**src/rtl/sipo_pkg.sv**
```systemverilog
// Shared types and helpers for the SIPO frame controller.
//   state_t   : frame FSM state, 1-bit encoded (IDLE / SHIFT)
//   cnt_width : bit-counter width able to hold 0..width-1
package sipo_pkg;

  typedef enum logic {
    IDLE  = 1'b0,
    SHIFT = 1'b1
  } state_t;

  // Never returns 0, so the counter always has at least one bit.
  function automatic int unsigned cnt_width(input int unsigned width);
    return (width <= 2) ? 1 : $clog2(width);
  endfunction

endpackage

```
**src/rtl/sipo_shift.sv**
```systemverilog
// WIDTH-bit serial-in shift register, MSB first.
// Ports:
//   clk : clock, rising edge
//   rst : synchronous active-low reset, clears the register
//   en  : shift enable (a valid serial bit this cycle)
//   si  : serial input bit
//   q   : current register contents
module sipo_shift #(
  parameter int unsigned WIDTH = 8
) (
  input  logic             clk,
  input  logic             rst,
  input  logic             en,
  input  logic             si,
  output logic [WIDTH-1:0] q
);

  logic [WIDTH-1:0] r_sr;

  always_ff @(posedge clk) begin
    if (!rst) begin
      r_sr <= '0;
    end else if (en) begin
      r_sr <= {r_sr[WIDTH-2:0], si};
    end
  end

  assign q = r_sr;

endmodule

```
**src/rtl/sipo_frame_ctrl.sv**
```systemverilog
// Frame controller for a serial-in parallel-out link: aligns on sync,
// counts WIDTH bits per frame and hands completed frames to a one-deep
// valid/ready holding register, flagging dropped frames with overrun.
// Ports:
//   clk, rst          : clock and synchronous active-low reset
//   si, si_valid      : serial bit (MSB first) and its qualifier
//   sync              : marks si as the first bit of a new frame
//   out_data/out_valid: completed frame and its valid flag
//   out_ready         : consumer accepts the held frame
//   busy              : a frame is partially received
//   overrun           : one-cycle pulse when a completed frame is dropped
module sipo_frame_ctrl
  import sipo_pkg::*;
#(
  parameter int unsigned WIDTH = 8
) (
  input  logic             clk,
  input  logic             rst,
  input  logic             si,
  input  logic             si_valid,
  input  logic             sync,
  output logic [WIDTH-1:0] out_data,
  output logic             out_valid,
  input  logic             out_ready,
  output logic             busy,
  output logic             overrun
);

  localparam int unsigned     CNT_W = cnt_width(WIDTH);
  localparam logic [CNT_W-1:0] LAST = CNT_W'(WIDTH - 1);

  state_t           r_state;
  state_t           w_state_nxt;
  logic [CNT_W-1:0] r_cnt;
  logic [CNT_W-1:0] w_cnt_nxt;
  logic             w_complete;
  logic             w_load;
  logic             w_drop;
  logic [WIDTH-1:0] w_sr;
  logic [WIDTH-1:0] w_word;
  logic             w_unused_msb;
  logic [WIDTH-1:0] r_data;
  logic             r_valid;
  logic             r_ovr;

  // Shift path runs on every valid bit; only bits after a sync are counted.
  sipo_shift #(.WIDTH(WIDTH)) u_shift (
    .clk (clk),
    .rst (rst),
    .en  (si_valid),
    .si  (si),
    .q   (w_sr)
  );

  // The oldest bit falls off when the last bit of a frame shifts in.
  assign w_word       = {w_sr[WIDTH-2:0], si};
  assign w_unused_msb = w_sr[WIDTH-1];

  // State register.
  always_ff @(posedge clk) begin
    if (!rst) begin
      r_state <= IDLE;
    end else begin
      r_state <= w_state_nxt;
    end
  end

  // Next-state logic.
  always_comb begin
    w_state_nxt = r_state;
    case (r_state)
      IDLE: begin
        if (si_valid && sync) w_state_nxt = SHIFT;
      end
      SHIFT: begin
        if (si_valid && !sync && (r_cnt == LAST)) w_state_nxt = IDLE;
      end
      default: w_state_nxt = IDLE;
    endcase
  end

  // Counter and frame-completion decode; a sync always restarts at bit 1.
  always_comb begin
    w_cnt_nxt  = r_cnt;
    w_complete = 1'b0;
    case (r_state)
      IDLE: begin
        if (si_valid && sync) w_cnt_nxt = CNT_W'(1);
      end
      SHIFT: begin
        if (si_valid) begin
          if (sync) begin
            w_cnt_nxt = CNT_W'(1);
          end else if (r_cnt == LAST) begin
            w_cnt_nxt  = '0;
            w_complete = 1'b1;
          end else begin
            w_cnt_nxt = r_cnt + CNT_W'(1);
          end
        end
      end
      default: w_cnt_nxt = '0;
    endcase
  end

  // A frame lands if the slot is empty or being emptied this same cycle.
  assign w_load = w_complete && (!r_valid || out_ready);
  assign w_drop = w_complete && r_valid && !out_ready;

  // Counter, holding register and overrun flag.
  always_ff @(posedge clk) begin
    if (!rst) begin
      r_cnt   <= '0;
      r_data  <= '0;
      r_valid <= 1'b0;
      r_ovr   <= 1'b0;
    end else begin
      r_cnt <= w_cnt_nxt;
      r_ovr <= w_drop;
      if (w_load) begin
        r_data  <= w_word;
        r_valid <= 1'b1;
      end else if (r_valid && out_ready) begin
        r_valid <= 1'b0;
      end
    end
  end

  assign out_data  = r_data;
  assign out_valid = r_valid;
  assign overrun   = r_ovr;
  assign busy      = (r_state == SHIFT);

endmodule
```
**config.mk**
```make
export PLATFORM = sky130hd
export DESIGN_NAME = sipo_frame_ctrl
export DESIGN_NICKNAME = d
export VERILOG_FILES = /design/src/rtl/sipo_pkg.sv /design/src/rtl/sipo_shift.sv /design/src/rtl/sipo_frame_ctrl.sv
export SDC_FILE = /design/constraint.sdc
export NUM_CORES = 1
export LEC_CHECK = 0
export ABC_CLOCK_PERIOD_IN_PS = 1900
export CORE_MARGIN = 3
export CORE_UTILIZATION = 49
export CTS_CLUSTER_DIAMETER = 40
export DETAILED_ROUTE_END_ITERATION = 10
export PLACE_DENSITY = 0.76
export SYNTH_ARGS = -nofsm -noshare
export SYNTH_HDL_FRONTEND = slang
export SYNTH_SLANG_ARGS = --single-unit
```
**constraint.sdc**
```tcl
create_clock -name clk -period 1.9 [get_ports clk]
set_input_delay 0.285 -clock clk [delete_from_list [all_inputs] [get_ports clk]]
set_output_delay 0.285 -clock clk [all_outputs]
set_load 0.05 [all_outputs]
```
==> impl_metrics.env, run 1 <==
export IMPL_synth_area_um2=875
export IMPL_period_share=0.915
export IMPL_irDropWorstVdd_v=0.000518
export IMPL_dieArea_um2=2330
export IMPL_p_leak_nw=0.409
export IMPL_fin_cells=129
export IMPL_htreeDepth=1
export IMPL_coreArea_um2=1590
export IMPL_hold_violations=0
export IMPL_dieHeight_um=48.2
export IMPL_finalClockSkew_ns=0.00372
export IMPL_drc_errors=0
export IMPL_cts_resized_gates=0
export IMPL_drt_antenna_violating_nets=0
export IMPL_worst_slack_ns=0.162
export IMPL_yosys_warnings=0
export IMPL_pin_count=17
export IMPL_routed_via_density=4.87
export IMPL_tightest_slew_ns=0.498
export IMPL_cp_arrival_ns=1.45
export IMPL_crit_buf_inv=1
export IMPL_syn_area_per_cell_um2=10.2
export IMPL_antenna_found_initial=0
export IMPL_cts_hold_fix_buffers=0
export IMPL_dp_cells=125
export IMPL_synth_seq_cells=21
export IMPL_grt_remaining_overflow=0
export IMPL_cts_setup_buffers=0
export IMPL_pwr_density_cell_nw_per_um2=662
export IMPL_met2_usage=0.227
export IMPL_vias=628
export IMPL_initial_utilization=0.549
export IMPL_antenna_diode_count=0
export IMPL_clock_sinks=21
export IMPL_drt_iter0_drc=11
export IMPL_grt_pass1_vias=584
export IMPL_rows=14
export IMPL_max_slew_margin=0.667
export IMPL_cp_top_family="buffers and inverters"
export IMPL_grt_usage=0.152
export IMPL_clkSlewWorstSetupHoldPaths_ns=0.12
export IMPL_drt_total_wl_mm=1.52
export IMPL_cts_inserted_buffers=3
export IMPL_cts_tree="built"
export IMPL_grt_pass1_wl_mm=2.50
export IMPL_required_ns=1.62
export IMPL_cp_slowest_cell="clkdlybuf4s50_1"
export IMPL_multi_input_area_um2=435
export IMPL_p_total_mw=0.723
export IMPL_root_buffer="clkbuf_4"
export IMPL_syn_inst=86
export IMPL_seqCellArea_um2=420
export IMPL_clk_path_buf_depth=2
export IMPL_area_growth_pct=24.9
export IMPL_grt_max_degree=31
export IMPL_cp_start_kind="register"
export IMPL_critical_path_peak_fanout=2
export IMPL_gp_congestion=0.754
export IMPL_grtUsageMet3=0.0443
export IMPL_drv_slew=0
export IMPL_critical_path_class="reg2out"
export IMPL_outcome="finished clean"
export IMPL_clk_latency_ns=0.29
export IMPL_busiest_layer="met2"
export IMPL_ys_seq_area_frac=0.481
export IMPL_nets=114
export IMPL_fmax_mhz=575
export IMPL_min_period_ns=1.74
export IMPL_use_met1=0.207
export IMPL_crit_path_max_incr_delay_ns=0.80
export IMPL_portBuffers=16
export IMPL_n_fill_cell=131
export IMPL_hpwl_mm=1.07
export IMPL_worstHoldPathType="reg2reg"
export IMPL_synth_distinct_cells=18
export IMPL_chipWidth_um=48.2
export IMPL_setup_viol=0
export IMPL_syn_nets=94
export IMPL_routedWlPerCell_um=11.8
export IMPL_drv_cap=0
export IMPL_dr_pass1_iters=4
export IMPL_place_ws_ns=0.304
export IMPL_layout_drive_gt1_share=0.0857
export IMPL_rsz0062_at_grt="no"
export IMPL_tns_ns=0
export IMPL_crit_path_end_kind="output port"
export IMPL_worstPathCellList="clkdlybuf4s50_1"
cell families after synthesis:
family / Yosys count / share of synthesized area
flip-flops: 21 / 0.481
AND/OR/NAND/NOR: 38 / 0.252
adder cells (fa/ha/maj): 2 / 0.0286
multiplexers: 15 / 0.172
AO/OA/AOI/OAI: 6 / 0.0458
buffers and inverters: 4 / 0.0215
cell usage after synthesis, drive strengths merged:
library cell | n | area share
nand3 | 1 | 0.0057
o211ai | 1 | 0.0086
a22oi | 3 | 0.026
and2b | 1 | 0.0086
nand4b | 1 | 0.027
and3b | 1 | 0.010
nand2 | 20 | 0.086
nor2 | 2 | 0.027
nor2b | 11 | 0.079
dfxtp | 21 | 0.48
clkbuf | 3 | 0.013
buf | 1 | 0.0086
a21oi | 1 | 0.0057
mux2i | 15 | 0.17
o21ai | 1 | 0.0057
ha | 2 | 0.029
nor3b | 1 | 0.0086
state kept, by name (all words and copies together), names as in the netlist:
register and count:
busy 1, u_shift.q 7, r_cnt 3, out_data 8, out_valid 1, overrun 1
where the power goes:
part / total, mW / switching (mW) / internal, mW
sequential: 0.454 / 0.00714 / 0.446
clock: 0.212 / 0.131 / 0.0816
combinational: 0.0573 / 0.0281 / 0.0292
total: 0.723 / 0.166 / 0.557
metrics by stage:
step	hold slack (ns)	util	cell area [µm²]
after detailed placement	0.452	0.669	1070
after floorplan	0.427	-	875
after CTS	0.469	0.685	1090
after global placement	0.442	0.669	1070
after global routing	0.498	0.685	1090
final	0.464	0.685	1090
cell type report:
cell class	count	area share
multi-input cells	61	0.399
flip-flops and latches	21	0.385
repair buffers	19	0.165
well taps	24	0.0275
clock buffers	4	0.0241
worst paths after layout:
check / from / end / slack [ns] / cells past startpoint
max: out_data[7]$_SDFFE_PN0P_ / out_data[7] / 0.16 / 1
max reg2reg: r_cnt[0]$_SDFFE_PN0P_ / out_data[5]$_SDFFE_PN0P_ / 0.39 / 5
min: out_data[4]$_SDFFE_PN0P_ / out_data[4]$_SDFFE_PN0P_ / 0.46 / 2
min reg2reg: out_data[4]$_SDFFE_PN0P_ / out_data[4]$_SDFFE_PN0P_ / 0.46 / 2
per-layer routing:
metal / part of all wire / wire length [µm]
met1: 0.53 / 803
met2: 0.43 / 649
met3: 0.038 / 57
met4: 0.0059 / 9
met5: 0 / 0
cells in the final DEF, fill, tap and decap left out:
cell type	Yosys	final
ha_1	2	2
nand4b_4	1	1
o211ai_1	1	1
and2b_1	1	1
a21oi_1	1	1
o21ai_0	1	1
nor2_1	1	1
clkbuf_1	3	1
dfxtp_1	21	21
nand3_1	1	1
a22oi_1	3	3
buf_4	1	4
nor2_8	1	1
nor2b_1	11	11
clkbuf_4	0	3
and3b_1	1	1
nor3b_1	1	1
mux2i_1	15	15
clkdlybuf4s50_1	0	15
nand2_1	20	20
Power figures use the tool's default switching activity.
==> run 2: changes to the inputs <==
--- a/config.mk
+++ b/config.mk
@@ -5,6 +5,7 @@
 export SDC_FILE = /design/constraint.sdc
 export NUM_CORES = 1
 export LEC_CHECK = 0
+export ABC_AREA = 1
 export ABC_CLOCK_PERIOD_IN_PS = 1900
 export CORE_MARGIN = 3
 export CORE_UTILIZATION = 49
==> run 2 against run 1 <==
Largest power group unchanged; utilization grew 0.89 points; routed wire length increased by 9.1%; hold slack improved by 0.023 ns; worst setup slack worse by 0.039 ns; clock skew increased by 0.0030 ns; maximum frequency down 2.2%; power grew 2.0%; clock-buffer cell count is 1 lower; critical path type unchanged; register-to-register slack improved by 0.13 ns; highest routed layer unchanged; global-route usage shrank 0.39 points.
==> impl_metrics.env, run 2 <==
export IMPL_outcome="finished clean"
export IMPL_antenna_diode_count=0
export IMPL_cts_setup_buffers=0
export IMPL_crit_path_max_incr_delay_ns=0.82
export IMPL_required_ns=1.62
export IMPL_clock_sinks=21
export IMPL_area_growth_pct=24.2
export IMPL_finalClockSkew_ns=0.00669
export IMPL_ys_seq_area_frac=0.467
export IMPL_seqCellArea_um2=420
export IMPL_syn_nets=133
export IMPL_placement_cell_area_um2=1090
export IMPL_synth_distinct_cells=16
export IMPL_antenna_found_initial=0
export IMPL_multi_input_area_um2=348
export IMPL_final_core_util=0.694
export IMPL_clk_path_buf_depth=2
export IMPL_final_common_cell="inv_1"
export IMPL_period_share=0.936
export IMPL_grt_pass1_vias=666
export IMPL_pwr_density_cell_nw_per_um2=660
export IMPL_clkSlewWorstSetupHoldPaths_ns=0.12
export IMPL_yosys_warnings=0
export IMPL_drc_errors=0
export IMPL_root_buffer="clkbuf_4"
export IMPL_min_period_ns=1.78
export IMPL_synth_flop_cell="dfxtp_1"
export IMPL_synth_most_common_cell="inv_1"
export IMPL_cp_arrival_ns=1.49
export IMPL_power_share_sequential=0.624
export IMPL_setup_viol=0
export IMPL_cp_slowest_cell="clkdlybuf4s50_1"
export IMPL_p_leak_nw=0.484
export IMPL_tns_ns=0
export IMPL_drv_slew=0
export IMPL_fin_area_um2=1120
export IMPL_p_comb_frac=0.091
export IMPL_max_slew_margin=0.659
export IMPL_rsz0062_at_grt="no"
export IMPL_chipWidth_um=48.9
export IMPL_dr_pass1_iters=4
export IMPL_hpwl_mm=1.26
export IMPL_grt_pass1_wl_mm=2.81
export IMPL_n_fill_cell=149
export IMPL_gp_congestion=0.769
export IMPL_routed_via_density=4.62
export IMPL_swShare=0.243
export IMPL_largest_register_ff_count=8
export IMPL_synth_area_um2=901
export IMPL_synth_top_area_frac=0.467
export IMPL_drt_total_wl_mm=1.66
export IMPL_grt_usage=0.148
export IMPL_synth_seq_cells=21
export IMPL_cts_inserted_buffers=3
export IMPL_nets=153
export IMPL_cp_top_family="buffers and inverters"
export IMPL_cts_tree="built"
export IMPL_layout_drive_gt1_share=0.0833
export IMPL_cts_resized_gates=0
export IMPL_fmax_mhz=562
export IMPL_rows=14
export IMPL_routedWlPerCell_um=9.88
export IMPL_crit_path_end_kind="output port"
export IMPL_initial_utilization=0.559
export IMPL_clk_latency_ns=0.30
export IMPL_grt_max_degree=16
export IMPL_syn_inst=125
export IMPL_cts_hold_fix_buffers=0
export IMPL_coreArea_um2=1610
export IMPL_p_int_mw=0.559
export IMPL_grt_remaining_overflow=0
export IMPL_drt_antenna_violating_nets=0
export IMPL_async_reset_ff_frac=0
export IMPL_critical_path_peak_fanout=3
export IMPL_dieArea_um2=2390
export IMPL_critical_path_class="reg2out"
export IMPL_vias=776
export IMPL_worstHoldPathType="reg2reg"
export IMPL_cp_start_kind="register"
export IMPL_syn_area_per_cell_um2=7.21
export IMPL_irDropWorstVdd_v=0.000376
export IMPL_pin_count=17
export IMPL_tightest_slew_ns=0.509
export IMPL_dieHeight_um=48.9
export IMPL_layout_common_cells="inv_1 (29), nand2_1 (23), dfxtp_1 (21)"
export IMPL_synthTopCellsByCount="inv_1 (29), nand2_1 (23), dfxtp_1 (21), nor2_1 (12)"
export IMPL_hold_violations=0
export IMPL_portBuffers=16
export IMPL_drv_cap=0
export IMPL_crit_buf_inv=1
export IMPL_synth_area_leaders="dfxtp_1 (47%), inv_1 (12%), nand2_1 (9.6%)"
export IMPL_synth_edf_count=0
export IMPL_worstPathCellList="clkdlybuf4s50_1"
export IMPL_net_switching_power_mw=0.179
export IMPL_htreeDepth=1
export IMPL_drt_iter0_drc=19
export IMPL_clockPowerShare=0.285
export IMPL_synth_top_area_cell="dfxtp_1"
## run 2: cell count changes after synthesis, sizes merged, moves of 4 or more
cell / change
a21oi: +9
inv: +30
mux2i: -15
nand2: +4
nand3: +10
nor2: +11
nor2b: -11
o21ai: +7
## run 2: area by class of cell
| class | instances | share of cell area |
|---|---|---|
| Inverter | 31 | 0.105 |
| Clock inverter | 1 | 0.00447 |
| Multi-Input combinational cell | 70 | 0.311 |
| Sequential cell | 21 | 0.376 |
| Clock buffer | 3 | 0.0201 |
| Timing Repair Buffer | 18 | 0.157 |
| Tap cell | 24 | 0.0268 |
## run 2: worst paths after layout
| check | start | to | slack (ns) | cells past startpoint |
|---|---|---|---|---|
| setup / recovery | busy$_SDFF_PN0_ | busy | 0.12 | 1 |
| hold reg to reg | r_cnt[2]$_SDFFE_PN0P_ | r_cnt[2]$_SDFFE_PN0P_ | 0.49 | 2 |
| setup reg to reg | r_cnt[0]$_SDFFE_PN0P_ | out_data[5]$_SDFFE_PN0P_ | 0.52 | 7 |
| hold / removal | r_cnt[2]$_SDFFE_PN0P_ | r_cnt[2]$_SDFFE_PN0P_ | 0.49 | 2 |
## run 2: routing by layer
metal	share of wire	global-route usage	routed length [µm]	vias up
met3	0.052	0.0398	86	2
met5	0	0	0	-
li1	-	-	-	417
met2	0.45	0.229	751	23
met4	0.0078	0.0664	13	0
met1	0.49	0.193	807	334
## run 2: cells by family after synthesis
group,count (synthesis),share of synthesized area
compound gates,19,0.107
fa+ha+maj,2,0.0278
buf+inv,34,0.147
flops,21,0.467
simple gates,49,0.251
## run 2: per-stage QoR
stage	hold slack, ns	power [mW]	setup WS, ns	instances
6_report	0.487	0.738	0.122	168
5_1_grt	0.493	0.778	0.0735	168
4_1_cts	0.482	0.746	0.108	168
3_5_place_dp	0.464	0.537	0.355	164
3_3_place_gp	0.452	0.534	0.399	164
2_1_floorplan	0.423	0.509	0.599	125
## run 2: power groups by stage
stage	Sequential (mW)	Combinational (mW)	Clock, mW
2_1_floorplan	0.474	0.0351	0
3_3_place_gp	0.469	0.0647	0
3_5_place_dp	0.471	0.0666	0
4_1_cts	0.461	0.0670	0.219
5_1_grt	0.462	0.0759	0.240
6_report	0.461	0.0669	0.210
